$ cat config.mk
export PLATFORM = sky130hd
export DESIGN_NAME = ps2_key_decoder
export DESIGN_NICKNAME = d
export VERILOG_FILES = /design/src/rtl/ps2_kbd_pkg.sv /design/src/rtl/kbd_char_fifo.sv /design/src/rtl/ps2_key_decoder.sv
export SDC_FILE = /design/constraint.sdc
export NUM_CORES = 1
export LEC_CHECK = 0
export CAP_MARGIN = 10
export CORE_MARGIN = 1
export CORE_UTILIZATION = 56
export DETAILED_ROUTE_END_ITERATION = 6
export PLACE_DENSITY = 0.76
export SETUP_SLACK_MARGIN = 0.1
export SLEW_MARGIN = 5
export SYNTH_ARGS = -nofsm -noshare
export SYNTH_HDL_FRONTEND = slang
export SYNTH_SLANG_ARGS = --single-unit
$ cat constraint.sdc
create_clock -name clk -period 4 [get_ports clk]
set_clock_uncertainty 0.1 [all_clocks]
set_input_delay 0.8 -clock clk [delete_from_list [all_inputs] [get_ports clk]]
set_output_delay 0.8 -clock clk [all_outputs]
set_load 0.02 [all_outputs]
$ cat src/rtl/ps2_kbd_pkg.sv
// Shared PS/2 set-2 keyboard definitions: prefix/modifier scancodes, the prefix
// FSM state type and the scancode-to-ASCII lookup.
package ps2_kbd_pkg;

    localparam logic [7:0] SC_BREAK  = 8'hF0;
    localparam logic [7:0] SC_EXT    = 8'hE0;
    localparam logic [7:0] SC_LSHIFT = 8'h12;
    localparam logic [7:0] SC_RSHIFT = 8'h59;
    localparam logic [7:0] SC_CAPS   = 8'h58;

    typedef enum logic [1:0] {
        ST_IDLE,
        ST_BRK,
        ST_EXT,
        ST_EXT_BRK
    } prefix_state_t;

    // Returns {hit, char}; letters are stored uppercase and folded to lowercase
    // by setting bit 5 when upper=0.
    function automatic logic [8:0] ascii_lookup(input logic [7:0] code,
                                                input logic       shifted,
                                                input logic       upper);
        logic       hit;
        logic       is_letter;
        logic [7:0] plain;
        logic [7:0] shf;
        hit       = 1'b1;
        is_letter = 1'b0;
        plain     = 8'h00;
        shf       = 8'h00;
        case (code)
            8'h1C: begin is_letter = 1'b1; plain = "A"; end
            8'h32: begin is_letter = 1'b1; plain = "B"; end
            8'h21: begin is_letter = 1'b1; plain = "C"; end
            8'h23: begin is_letter = 1'b1; plain = "D"; end
            8'h24: begin is_letter = 1'b1; plain = "E"; end
            8'h2B: begin is_letter = 1'b1; plain = "F"; end
            8'h34: begin is_letter = 1'b1; plain = "G"; end
            8'h33: begin is_letter = 1'b1; plain = "H"; end
            8'h43: begin is_letter = 1'b1; plain = "I"; end
            8'h3B: begin is_letter = 1'b1; plain = "J"; end
            8'h42: begin is_letter = 1'b1; plain = "K"; end
            8'h4B: begin is_letter = 1'b1; plain = "L"; end
            8'h3A: begin is_letter = 1'b1; plain = "M"; end
            8'h31: begin is_letter = 1'b1; plain = "N"; end
            8'h44: begin is_letter = 1'b1; plain = "O"; end
            8'h4D: begin is_letter = 1'b1; plain = "P"; end
            8'h15: begin is_letter = 1'b1; plain = "Q"; end
            8'h2D: begin is_letter = 1'b1; plain = "R"; end
            8'h1B: begin is_letter = 1'b1; plain = "S"; end
            8'h2C: begin is_letter = 1'b1; plain = "T"; end
            8'h3C: begin is_letter = 1'b1; plain = "U"; end
            8'h2A: begin is_letter = 1'b1; plain = "V"; end
            8'h1D: begin is_letter = 1'b1; plain = "W"; end
            8'h22: begin is_letter = 1'b1; plain = "X"; end
            8'h35: begin is_letter = 1'b1; plain = "Y"; end
            8'h1A: begin is_letter = 1'b1; plain = "Z"; end
            8'h45: begin plain = "0"; shf = ")"; end
            8'h16: begin plain = "1"; shf = "!"; end
            8'h1E: begin plain = "2"; shf = "@"; end
            8'h26: begin plain = "3"; shf = "#"; end
            8'h25: begin plain = "4"; shf = "$"; end
            8'h2E: begin plain = "5"; shf = "%"; end
            8'h36: begin plain = "6"; shf = "^"; end
            8'h3D: begin plain = "7"; shf = "&"; end
            8'h3E: begin plain = "8"; shf = "*"; end
            8'h46: begin plain = "9"; shf = "("; end
            8'h29: begin plain = 8'h20; shf = 8'h20; end
            8'h5A: begin plain = 8'h0D; shf = 8'h0D; end
            8'h66: begin plain = 8'h08; shf = 8'h08; end
            default: hit = 1'b0;
        endcase
        if (!hit)
            return 9'h000;
        if (is_letter)
            return {1'b1, upper ? plain : (plain | 8'h20)};
        return {1'b1, shifted ? shf : plain};
    endfunction

endpackage

$ cat src/rtl/kbd_char_fifo.sv
// Character queue: power-of-two circular buffer with occupancy counter and a
// registered overflow pulse for pushes rejected while full.
module kbd_char_fifo #(
    parameter int WIDTH = 8,
    parameter int DEPTH = 4
) (
    input  logic             clk,
    input  logic             rst_n,
    input  logic             push,
    input  logic [WIDTH-1:0] din,
    output logic             full,
    input  logic             pop,
    output logic [WIDTH-1:0] dout,
    output logic             empty,
    output logic             overflow
);

    localparam int AW = $clog2(DEPTH);

    logic [WIDTH-1:0] mem [DEPTH];
    logic [AW-1:0]    wr_ptr;
    logic [AW-1:0]    rd_ptr;
    logic [AW:0]      count;
    logic             do_push;
    logic             do_pop;

    assign empty = (count == '0);
    assign full  = (count == (AW+1)'(DEPTH));
    // A pop while full frees the slot the simultaneous push lands in.
    assign do_pop  = pop && !empty;
    assign do_push = push && (!full || do_pop);
    assign dout    = empty ? '0 : mem[rd_ptr];

    always_ff @(posedge clk) begin
        if (!rst_n) begin
            wr_ptr   <= '0;
            rd_ptr   <= '0;
            count    <= '0;
            overflow <= 1'b0;
        end else begin
            if (do_push)
                wr_ptr <= wr_ptr + AW'(1);
            if (do_pop)
                rd_ptr <= rd_ptr + AW'(1);
            count    <= count + (AW+1)'(do_push) - (AW+1)'(do_pop);
            overflow <= push && !do_push;
        end
    end

    always_ff @(posedge clk) begin
        if (do_push)
            mem[wr_ptr] <= din;
    end

endmodule

$ cat src/rtl/ps2_key_decoder.sv
// PS/2 set-2 scancode decoder: tracks break/extended prefixes and shift/caps
// state, translates make codes to ASCII and queues them for the consumer.
module ps2_key_decoder
    import ps2_kbd_pkg::*;
#(
    parameter int FIFO_DEPTH = 4,
    parameter int LOWER_CASE = 1
) (
    input  logic       clk,
    input  logic       rst_n,
    input  logic [7:0] code_in,
    input  logic       code_valid,
    output logic [7:0] ascii_out,
    output logic       ascii_valid,
    input  logic       ascii_ready,
    output logic       shift_active,
    output logic       caps_active,
    output logic       overflow
);

    prefix_state_t state;
    prefix_state_t state_nxt;
    logic          is_make;
    logic          is_break;
    logic          lshift;
    logic          rshift;
    logic          caps;
    logic          upper;
    logic [8:0]    lookup;
    logic          push;
    logic          fifo_full;
    logic          fifo_empty;

    always_ff @(posedge clk) begin
        if (!rst_n)
            state <= ST_IDLE;
        else
            state <= state_nxt;
    end

    always_comb begin
        state_nxt = state;
        is_make   = 1'b0;
        is_break  = 1'b0;
        if (code_valid) begin
            case (state)
                ST_IDLE: begin
                    if (code_in == SC_BREAK)
                        state_nxt = ST_BRK;
                    else if (code_in == SC_EXT)
                        state_nxt = ST_EXT;
                    else
                        is_make = 1'b1;
                end
                ST_BRK: begin
                    is_break  = 1'b1;
                    state_nxt = ST_IDLE;
                end
                ST_EXT:
                    state_nxt = (code_in == SC_BREAK) ? ST_EXT_BRK : ST_IDLE;
                default:
                    state_nxt = ST_IDLE;
            endcase
        end
    end

    always_ff @(posedge clk) begin
        if (!rst_n) begin
            lshift <= 1'b0;
            rshift <= 1'b0;
            caps   <= 1'b0;
        end else begin
            if (is_make && code_in == SC_LSHIFT)
                lshift <= 1'b1;
            else if (is_break && code_in == SC_LSHIFT)
                lshift <= 1'b0;
            if (is_make && code_in == SC_RSHIFT)
                rshift <= 1'b1;
            else if (is_break && code_in == SC_RSHIFT)
                rshift <= 1'b0;
            if (is_make && code_in == SC_CAPS)
                caps <= ~caps;
        end
    end

    assign shift_active = lshift | rshift;
    assign caps_active  = caps;

    // Mapping uses the registered modifiers, i.e. the state before this byte.
    assign upper  = (LOWER_CASE != 0) ? (shift_active ^ caps) : 1'b1;
    assign lookup = ascii_lookup(code_in, shift_active, upper);
    assign push   = is_make && lookup[8];

    kbd_char_fifo #(
        .WIDTH (8),
        .DEPTH (FIFO_DEPTH)
    ) u_fifo (
        .clk      (clk),
        .rst_n    (rst_n),
        .push     (push),
        .din      (lookup[7:0]),
        .full     (fifo_full),
        .pop      (ascii_ready),
        .dout     (ascii_out),
        .empty    (fifo_empty),
        .overflow (overflow)
    );

    assign ascii_valid = !fifo_empty;

endmodule
# After elaboration in Yosys (flattened, before gate mapping)
# Memory sizes are Yosys's and may differ from the RTL's. A register that Yosys moved wholly into a read port is not among the register bits.
# Cells that the tools add are included.
totals:
  reg_bits: 13
  n_memories: 1
  inputBits: 12
  ram_bits: 32
  wordCells: 115
op_classes:
  n_mux: 31
  n_eq_ne: 48
  n_reduce_logical: 20
  n_addsub: 4
  bitwise: 3
memory_table:
  columns: ["name", "words", "width", "read_ports", "rd_ports_with_merged_regs", "wr", "line", "text"]
  rows:
  - ["u_fifo.mem", 4, 8, 1, 1, 1, "kbd_char_fifo.sv:20", "logic [WIDTH-1:0] mem [DEPTH];"]
op_table:
  columns: ["cell", "count"]
  rows:
  - ["one-hot mux 7 bit (39 select lines)", 1]
  - ["== test 8 x 6 -> 1 bit, second input constant", 23]
  - ["one-hot mux 7 bit (13 select lines)", 1]
  - ["== test 8 x 7 -> 1 bit, second input constant", 11]
  - ["== test 8 x 5 -> 1 bit, second input constant", 8]
  - ["OR reduction 39 bit", 1]
  - ["two-way mux 9 bit", 4]
  - ["OR reduction 26 bit", 1]
  - ["== test 8 bit, second input constant", 2]
  - ["two-way mux 1 bit", 16]
  - ["two-way mux 2 bit", 5]
  - ["logical AND 1 bit", 9]
  - ["two-way mux 8 bit", 1]
  - ["two-way mux 7 bit", 1]
  - ["two-way mux 6 bit", 1]
  - ["adder 2 x 1 -> 2 bit, second input constant", 2]
  - ["one-hot mux 2 bit (2 select lines)", 1]
  - ["nonzero test 2 bit", 2]
  - ["adder 3 x 1 -> 3 bit", 1]
  - ["== test 3 bit, second input constant", 1]
  - ["logical NOT 1 bit", 3]
  - ["logical NOT 3 bit", 1]
  - ["inequality test 3 bit, second input constant", 1]
  - ["subtractor 3 x 1 -> 3 bit", 1]
  - ["other kinds (8)", 8]

# Logic depth before layout (Yosys ltp)
logic_depth:
  word_depth: 11
  mapped_depth: 11
  mapped_depth_nobuf: 9

# Modules after synthesis
# A second synthesis with hierarchy kept.
hier_totals:
  cells_unflattened: 311
  hier_area_um2: 3180.6
by_module_without_submodules:
  columns: ["mod", "n_inst", "seq_area_each_um2", "area_each_um2", "cells_each"]
  rows:
  - ["kbd_char_fifo", 1, 1161.1, 1715.4, 102]
  - ["ps2_key_decoder", 1, 100.1, 1465.2, 209]

# Worst setup path after synthesis
# No wires, ideal clock.
synth_timing:
  kind: "input port to flip-flop"
  from: "input code_in[7]"
  to: "register u_fifo.count[1]"
  required_ps: 3785
  slack_ps: 642
  cell_stages: 10
  arrival_time_ps: 3143
  cell_sequence: "buf_6 > or4b_4 > buf_6 > a2111oi_4 > or2_4 > nor4bb_2 > a311oi_4 > ha_1 > fa_1 > and2_1"
synth_via:
  elab_chain_cells: 11
  elab_cells_between_ends: 58
  cone_classes: "add/sub: 2; eq/ne: 41; mux: 11; reduce/logical: 4"
synth_rtl:
  columns: ["item", "line", "text"]
  rows:
  - ["start: declaration", "ps2_key_decoder.sv:11", "input logic [7:0] code_in,"]
  - ["== test 8 x 5 -> 1 bit, or another cell as far along", "ps2_kbd_pkg.sv:31", "case (code)"]
  - ["OR reduction 26 bit (no line)", null, null]
  - ["two-way mux 1 bit", "ps2_kbd_pkg.sv:31", null]
  - ["two-way mux 1 bit (2 in series)", "ps2_kbd_pkg.sv:75", "if (is_letter)"]
  - ["two-way mux 9 bit", "ps2_kbd_pkg.sv:77", "return {1'b1, shifted ? shf : plain};"]
  - ["two-way mux 9 bit", "ps2_kbd_pkg.sv:75", null]
  - ["logical AND 1 bit (*)", "ps2_key_decoder.sv:92", "assign push = is_make && lookup[8];"]
  - ["logical AND 1 bit (*)", "kbd_char_fifo.sv:31", "assign do_push = push && (!full || do_pop);"]
  - ["named net u_fifo.do_push", "kbd_char_fifo.sv:24", "logic do_push;"]
  - ["adder 3 x 1 -> 3 bit (*)", "kbd_char_fifo.sv:45", "count <= count + (AW+1)'(do_push) - (AW+1)'(do_pop);"]
  - ["subtractor 3 x 1 -> 3 bit (*)", "kbd_char_fifo.sv:45", null]
  - ["end signal: assignment", "kbd_char_fifo.sv:45", null]
  - ["end: declaration", "kbd_char_fifo.sv:23", "logic [AW:0] count;"]
# Mark *: on every way through the listed nets, which the timed path passes. The rest lies on a longest branch. The select of a mux whose other input is x is not followed.
# A chain may end at the register's enable or synchronous reset.

# Final worst setup path
layout_timing:
  from: "input code_in[5]"
  to: "register u_fifo.count[2]"
# Same word-level chain as after synthesis.

==> metrics <==
result of the run=finished, final reports clean; number of warnings reported in the yosys synthesis log=0; highest clock rate=284 MHz; Largest delay share family, worst path=simple AND/OR/NAND/NOR gates; most instantiated cells after synthesis=edfxtp_1, and2_1, nor2_1; flip-flop and latch count after synthesis=43; number of global-route vias before repair=2,307; proportion of synthesized flip-flops having asynchronous set or reset=0%; combined area of all synthesized cells=just under 0.003 sq mm; deepest level of the CTS H-tree=2; number of ports placed on the die boundary=24; final setup TNS=0 ns; post-route worst setup slack=about 0.47 ns; critical path, cell by cell=clkdlybuf4s50_1 > buf_4 > nand2b_1 > nor3b_1 > o211ai_1 > nor4bb_2 > a311oi_4 > ha_1 > fa_1 > xnor2_1 > and2_1; termination of the worst setup path=u_fifo.count[2]; number of vias in the routed layout=2,532; number of buffers inserted during clock tree synthesis=5; total leakage power=1.24 nW; Die ar.=0.00549 sq mm; Clk pwr share=20.7%; detail-routed via count per cell=6.27; number of antenna repair diodes=0; area post-placement=roughly 0.0034 sq mm; antenna violations before repair=0; Critical-path top delay cell=clkdlybuf4s50_1; post-DR wirelength/cell=17.3 um; clock sink count=43; post-synth top area share=28.9%; count of standard-cell rows=25; 1st-iter DRT viols=roughly 180; count of unique library cells instantiated by Yosys=between 60 and 70; type of the tightest min-delay check=flip-flop to flip-flop; post-synthesis average cell area=9.94 sq um; Synth-to-Final Area Change=20.0%; count of flip-flops with a built-in enable after synthesis=28; number of instances in the synthesized netlist=between 200 and 300; required time of the worst setup path=4.10 ns; buffers from clock root to sink, at most=2; number of antenna-violating nets in the routed design=0; Filler Cells Inserted=340; source-to-sink clock delay at the later pin of the worst-skew pair=0.30 ns; Overflow after GRT=0; wire length of the first global-routing pass=about 11 mm; final hold slack=a little over 0.4 ns; number of post-CTS setup repair buffers=0; end of the worst register-to-register path=u_fifo.count[2]; peak supply drop=205 uV; clock tree from TritonCTS=yes; Port Buffer Count=22; arrival time worst endpoint=approximately 3.6 ns; Worst R2R Start=u_fifo.count[2]; pin count of the biggest net entering global routing=17; unrepaired setup endpoints after global routing=false; Root Buffer=clkbuf_8; kind of start point of the critical path=input port; maximum single-stage delay on the critical path=0.62 ns; final number of setup-violating endpoints=0; Pre-Repair DR Iteration Count=4; Die Y=74.1 um; leading post-synthesis cells by cell area=edfxtp_1, dfxtp_1, mux4_2; final routed DRC violation total=0; internal power contribution=897 uW; WP depth=11; Power Dens Cells=385 mW/mm^2; count of final max-slew check failures=0; Worst Min Path Start=state[1]; Most used DFF post-synth=edfxtp_1; fraction of power spent switching nets=33.3%; Power Total=1.34 mW; Initial Util=roughly 60%; most common cell in the synthesized netlist=edfxtp_1; endpoint kind of the worst setup timing path=flip-flop; number of resized instances in the post-cts repair step=0; number of nets in the layout=between 300 and 400; layout cell share with drive strength beyond 1=18.7%; RePlAce Congestion=1.02; transition time at the pin with the least slew margin=0.581 ns; worst slew margin relative to its limit=60.3%; sequential fraction of the synthesis area=between 30 and 40%; pre-CTS WS=0.179 ns; area of the placeable core=0.00485 sq mm; maximum fanout count along the critical path=9; number of buffer and inverter stages on the critical path=2; hold violation total from the final report=0; Critical Path Start=code_in[5]; ratio of final minimum period to clock period=88.2%; total non-filler cell area in the finished layout=about 0.0035 sq mm; estimated wirelength of the detail-placed design=~5.5 mm; Reg2Reg Setup Slack=1.53 ns; clock edge transition at the registers on the reported setup and hold paths=approximately 0.09 ns; number of cell instances on the worst register-to-register path=8; GRT Overall Usage=27.4%; net switching power=roughly 450 uW; die boundary width=74.1 um; most area-hungry cell type in the Yosys netlist=edfxtp_1; Max-cap violations=0; part of the total power dissipated in combinational logic=around 39%; Setup CP Type=input port to flip-flop; overall routed net length=6.97 mm; relative contribution of sequential cells to total power=40.8%; hold bufs inserted after CTS=0; number of nets in the synthesized netlist=312; post-layout min period=3.53 ns
[cells in the final DEF, fill, tap and decap left out, types with 4 or more instances in the layout]
cell type / Yosys / final
o21ai_0: 17 / 17
clkbuf_8: 0 / 5
buf_4: 2 / 32
edfxtp_1: 28 / 28
mux2i_1: 4 / 4
and3_1: 4 / 4
and2_1: 21 / 21
dfxtp_1: 15 / 15
mux4_2: 7 / 7
nor2_1: 21 / 21
ha_1: 6 / 6
nand2_1: 18 / 18
a21oi_1: 11 / 11
nor3_1: 4 / 4
clkdlybuf4s50_1: 0 / 22
nor2b_1: 4 / 4
nand3_1: 7 / 7
inv_1: 11 / 11
nand2b_1: 11 / 11
xnor2_1: 6 / 6
nor4_1: 7 / 7
[state kept, by name (all words and copies together), names as in the netlist, named ones only]
register         cells
caps_active          1
lshift               1
rshift               1
state                2
u_fifo.count         3
u_fifo.mem          28
u_fifo.overflow      1
u_fifo.rd_ptr        2
u_fifo.wr_ptr        2
[tightest hold or removal path: cells and delay by family, from the launching register on]
family	cells	cell delay (ns)
flip-flops	1	0.32
AO/OA/AOI/OAI	2	0.14
[stage by stage]
| step | utilization [%] | std cells |
|---|---|---|
| after global routing | 72.1 | 404 |
| after floorplan | - | 293 |
| after global placement | 70.2 | 396 |
| after CTS | 72.1 | 404 |
| after detailed placement | 70.2 | 396 |
| final | 72.1 | 404 |
[kinds of logic (layout without fill, tap and decap cells)]
group                      after synthesis  count (layout)  synth area share [%]
DFF                                     43              43                  39.2
buffers and inverters                   32              76                  5.28
other                                    1               1                 0.129
and+or+nand+nor                        127             127                  26.6
AOI/OAI and AO/OA                       63              63                  15.9
xor gates and xnor gates                 8               8                  2.41
adders and majority gates                7               7                  3.26
muxes                                   12              12                  7.17
[power groups by stage]
stage	Clock [mW]	Sequential [mW]	Combinational (mW)
floorplan	0	0.532	0.353
global placement	0	0.557	0.504
detailed placement	0	0.562	0.519
CTS	0.285	0.551	0.521
global route	0.303	0.556	0.565
finish	0.278	0.549	0.518
[how the worst min path moves through the flow]
stage                    end  slack, ns  cells after the start
detailed placement  state[1]       0.39                      2
global placement    state[1]       0.38                      2
CTS                 state[1]       0.41                      2
floorplan           state[1]       0.36                      2
finish              state[1]       0.40                      2
global route        state[1]       0.44                      2
[routing by layer]
layer	global-route usage, %	share of wire [%]
met1	32.2	40
met2	48.6	51
met3	4.34	5.6
met4	13.5	3.3
met5	0	0
[area by class of cell]
class,count,area [sq um],area share [%]
clock buffers,5,68.8,1.97
clock inverters,3,22.5,0.644
inverters,11,41.3,1.18
multi-input cells,218,1620,46.3
flip-flops and latches,43,1140,32.6
well taps,67,83.8,2.40
repair buffers,57,520,14.9
Power figures use the tool's default switching activity.
